[src/rtl/regs_wb_arbiter.sv]
// Round-robin arbiter that shares the register-file write port between
// NUM_REQ writeback requesters. The winning command is registered before it
// reaches the register file, writes to register 0 are accepted but dropped,
// and a saturating counter records cycles with two or more pending writers.
module regs_wb_arbiter #(
    parameter int NUM_REQ = 2,
    parameter int ADDR_W  = 5,
    parameter int DATA_W  = 32,
    parameter int CNT_W   = 16
) (
    input  logic                        clk,
    input  logic                        rst_n,
    input  logic                        arb_en,
    input  logic [NUM_REQ-1:0]          req_valid,
    input  logic [NUM_REQ*ADDR_W-1:0]   req_addr,
    input  logic [NUM_REQ*DATA_W-1:0]   req_data,
    output logic [NUM_REQ-1:0]          req_ready,
    output logic                        wr_en,
    output logic [ADDR_W-1:0]           wr_addr,
    output logic [DATA_W-1:0]           wr_data,
    input  logic                        cnt_clr,
    output logic [CNT_W-1:0]            conflict_cnt
);

    localparam int PTR_W = (NUM_REQ > 1) ? $clog2(NUM_REQ) : 1;

    logic [PTR_W-1:0]  rr_ptr;
    logic [PTR_W-1:0]  ptr_next;
    logic              grant_any;
    logic [ADDR_W-1:0] sel_addr;
    logic [DATA_W-1:0] sel_data;
    logic              contention;

    // Grant the first valid requester at or after rr_ptr, wrapping modulo NUM_REQ.
    always_comb begin
        int idx;
        idx       = 0;
        req_ready = '0;
        grant_any = 1'b0;
        sel_addr  = '0;
        sel_data  = '0;
        ptr_next  = rr_ptr;
        if (arb_en) begin
            for (int k = 0; k < NUM_REQ; k++) begin
                idx = int'(rr_ptr) + k;
                if (idx >= NUM_REQ) begin
                    idx = idx - NUM_REQ;
                end
                if (!grant_any && req_valid[idx]) begin
                    grant_any      = 1'b1;
                    req_ready[idx] = 1'b1;
                    sel_addr       = req_addr[idx*ADDR_W +: ADDR_W];
                    sel_data       = req_data[idx*DATA_W +: DATA_W];
                    ptr_next       = (idx == NUM_REQ - 1) ? '0 : PTR_W'(idx + 1);
                end
            end
        end
    end

    // Contention is only counted while arbitration is enabled.
    always_comb begin
        contention = arb_en && ($countones(req_valid) > 1);
    end

    // Round-robin pointer moves past the winner; holds when nothing is granted.
    always_ff @(posedge clk or negedge rst_n) begin
        if (!rst_n) begin
            rr_ptr <= '0;
        end else begin
            rr_ptr <= ptr_next;
        end
    end

    // Registered write command; a write to register 0 is consumed but never enabled.
    always_ff @(posedge clk or negedge rst_n) begin
        if (!rst_n) begin
            wr_en   <= 1'b0;
            wr_addr <= '0;
            wr_data <= '0;
        end else if (grant_any) begin
            wr_en   <= (sel_addr != '0);
            wr_addr <= sel_addr;
            wr_data <= sel_data;
        end else begin
            wr_en   <= 1'b0;
        end
    end

    // Saturating contention counter; clear wins over a same-cycle increment.
    always_ff @(posedge clk or negedge rst_n) begin
        if (!rst_n) begin
            conflict_cnt <= '0;
        end else if (cnt_clr) begin
            conflict_cnt <= '0;
        end else if (contention && (conflict_cnt != {CNT_W{1'b1}})) begin
            conflict_cnt <= conflict_cnt + 1'b1;
        end
    end

endmodule

[config.mk]
export PLATFORM = sky130hd
export DESIGN_NAME = regs_wb_arbiter
export DESIGN_NICKNAME = d
export VERILOG_FILES = /design/src/rtl/regs_wb_arbiter.sv
export SDC_FILE = /design/constraint.sdc
export NUM_CORES = 1
export LEC_CHECK = 0
export BUFFER_PORTS_ARGS = -buffer_cell sky130_fd_sc_hd__buf_2
export CORE_UTILIZATION = 49
export DETAILED_ROUTE_END_ITERATION = 12
export PLACE_DENSITY = 0.83
export SLEW_MARGIN = 40
export SYNTH_ARGS = -nofsm -noshare
export SYNTH_HDL_FRONTEND = slang
export SYNTH_SLANG_ARGS = --single-unit
[constraint.sdc]
create_clock -name clk -period 4.03 [get_ports clk]
set_input_delay 0.403 -clock clk [delete_from_list [all_inputs] [get_ports clk]]
set_output_delay 0.403 -clock clk [all_outputs]
set_load 0.01 [all_outputs]
==> run metrics <==
combinational family with the most area after synthesis compound AO/OA/AOI/OAI gates; worst hold path class in -> async; Post-synth EDFFs 0; status complete, no violations; design area approximately 0.0034 mm2; dpl cell area 0.003316 mm2; clock buffer count from CTS 5; CTS clk-pin slew, worst paths 0.09 ns; startpoint class of the critical path input pin; Fin Clk Skew 0.002191 ns; Initial DRT Pass Iterations 4; global route overflow 0; pwr dens 362.5 mW/mm2; syn_area_per_cell approximately 9.2 um2; syn nets 363; clk sinks 55; Net Sw Power 378.5 uW; first-pass GRT wire length 10.41 mm; register area share after synthesis 52.99%; Die W about 75 um; Via density 5.603; max_slew headroom between 40% and 50%; max-slew violation count 0; area share of the largest cell type after synthesis 52.99%; initial antenna violation count 0; reg2reg end conflict_cnt[6]; Post-Synth XOR/XNOR Area 0%; clk_lat worst skew 0.31 ns; Ant. Diodes 0; CP required 4.27 ns; RSZ-0062 raised after global routing false; top cells by area, synth dfrtp_1 53%, a21oi_1 10%, o22ai_1 7.9%, nor2_1 5.9%, or3_1 2.9%; CP arrival 2.24 ns; simple-gate share of the synthesized area 17.24%; post-route ant nets 0; Post-Syn Instances 282; CTS resizes 0; Rows 26; Net Sw Frac 30.70%; final setup vio count 0; post-synth cell types 34; die height 74.81 um; Placer Congestion 0.8312; Worst Path Buf+Inv 1; CTS root buf clkbuf_8; drt first-iter violations 167; DRC 0; Post-DP HPWL 5.097 mm; Global Route Usage Sum roughly 25%; slowest CP cell buf_2; DR WL/cell 14.55 um; Reg power frac a little over half; number of synthesized register bits 55; maxcap violations 0; cell area after synthesis roughly 0.0026 mm2; most frequent cells in the layout 135 x buf_2, 55 x dfrtp_1, 52 x a21oi_1; via count 2684; vias in the first global route 2249; die area between 0.005 and 0.006 mm2; Core Region slightly above 0.005 mm2; TNS Setup 0 ns; CTS max path bufs 2; I/O Buffers 135; ys flop type dfrtp_1; Area Growth Syn to Fin 30.92%; crit path max fanout 39; Initial Util 50.86%; CP Capture Type flop; proportion of synthesized area in mux cells 0.3854%; Reg2Reg Setup Slack roughly 2.1 ns; internal power approximately 850 uW; setup bufs post-CTS 0; Max Freq 498.3 MHz; clock power share 24.6%; Final Util 66.59%; io pins about 140; nets@finish 489; crit-path max cell delay 0.55 ns; drt total wl 6.968 mm; warnings from Yosys 0; R2R Path Start conflict_cnt[1]; peak supply drop 229.9 uV; cell taking the most area after synthesis dfrtp_1; H-tree depth 2; CP cell instances buf_2 > and3_1 > nand3_4 > or4_1 > a21oi_1; Worst-Margin Slew 0.7534 ns; most common cell after layout, fill and taps aside buf_2; Post-Synth Adder-Cell Area 0.4817%; CTS tree built; WS Path Type in -> reg; Leak 0.001553 uW; minimum clock period 2.007 ns; fraction of the mapped netlist area in compound gates about 25%; asr flop ratio synth 100.0%; Post-CTS Hold Fix Bufs 0; Final period util 49.80%; cell family with most CP delay simple AND/OR/NAND/NOR gates; largest net degree at the start of global routing 56; Fin. Hold Viols 0; layout cells sized above 1 a little under two fifths; combinational power share about 23%; Worst R2R Path Depth 5
cells in the mapped netlist, types with 4 or more instances:
| cell | count |
|---|---|
| inv_1 | 4 |
| o22ai_1 | 33 |
| o21ai_0 | 12 |
| a22oi_1 | 4 |
| nand2_1 | 6 |
| or3_1 | 12 |
| dfrtp_1 | 55 |
| clkbuf_1 | 13 |
| nor4_1 | 5 |
| nor2_1 | 41 |
| nand4_1 | 7 |
| a21oi_1 | 52 |
| nand3_1 | 5 |
worst max-delay path by stage:
stage,startpoint,to,slack [ns],cells after the start
finish,arb_en,conflict_cnt[9],2.02,5
global route,conflict_cnt[0],conflict_cnt[6],1.91,5
CTS,arb_en,conflict_cnt[9],2.02,5
detailed placement,arb_en,conflict_cnt[9],1.71,5
global placement,arb_en,conflict_cnt[9],1.75,5
floorplan,req_valid[1],conflict_cnt[9],2.41,6
power groups by stage:
stage / combinational, uW / sequential, uW / clock, uW
floorplan: 116 / 682 / 0
global placement: 280 / 653 / 0
detailed placement: 287 / 655 / 0
CTS: 288 / 645 / 305
global route: 316 / 652 / 333
finish: 285 / 645 / 303
cell families after synthesis:
| group | after synthesis |
|---|---|
| mux | 1 |
| flops | 55 |
| fa+ha+maj | 1 |
| compound gates | 114 |
| simple gates | 88 |
| buf+inv | 23 |
metrics by stage:
stage / std cells / hold slack (ns) / setup WS (ns) / total power [uW]
floorplan: 282 / 0.1074 / 2.409 / 798.4
CTS: 479 / 0.2396 / 2.022 / 1238
global route: 479 / 0.2634 / 1.908 / 1301
finish: 479 / 0.2010 / 2.023 / 1233
detailed placement: 471 / 0.4959 / 1.712 / 941.9
global placement: 471 / 0.4952 / 1.748 / 932.5
state kept, by name (all words and copies together), names as in the netlist:
signal / cells
conflict_cnt: 16
wr_en: 1
wr_addr: 5
wr_data: 32
rr_ptr: 1
worst reg2reg max path, cell delays in order (launching register included):
cell and delay [ns]:
dfrtp_1 0.42, ha_1 0.25, nand4_1 0.15, nor4_2 0.67, o21ai_0 0.22, a21oi_1 0.17
metal layers:
metal / track usage, % / up-vias / wire length (um)
li1: - / 1312 / -
met1: 33.22 / 1259 / 3089
met2: 41.14 / 105 / 3422
met3: 4.552 / 8 / 357
met4: 7.966 / 0 / 98
met5: 0 / - / 0
layout make-up:
class / count / area (um2)
clock buffer: 6 / 72.57
clock inverter: 2 / 12.51
fill: 441 / 1707
inverter: 4 / 15.01
multi-input combinational: 204 / 1139
sequential: 55 / 1376
tap: 70 / 87.58
timing repair buffer: 138 / 698.2
No activity file was read; power rests on OpenSTA's default activity.
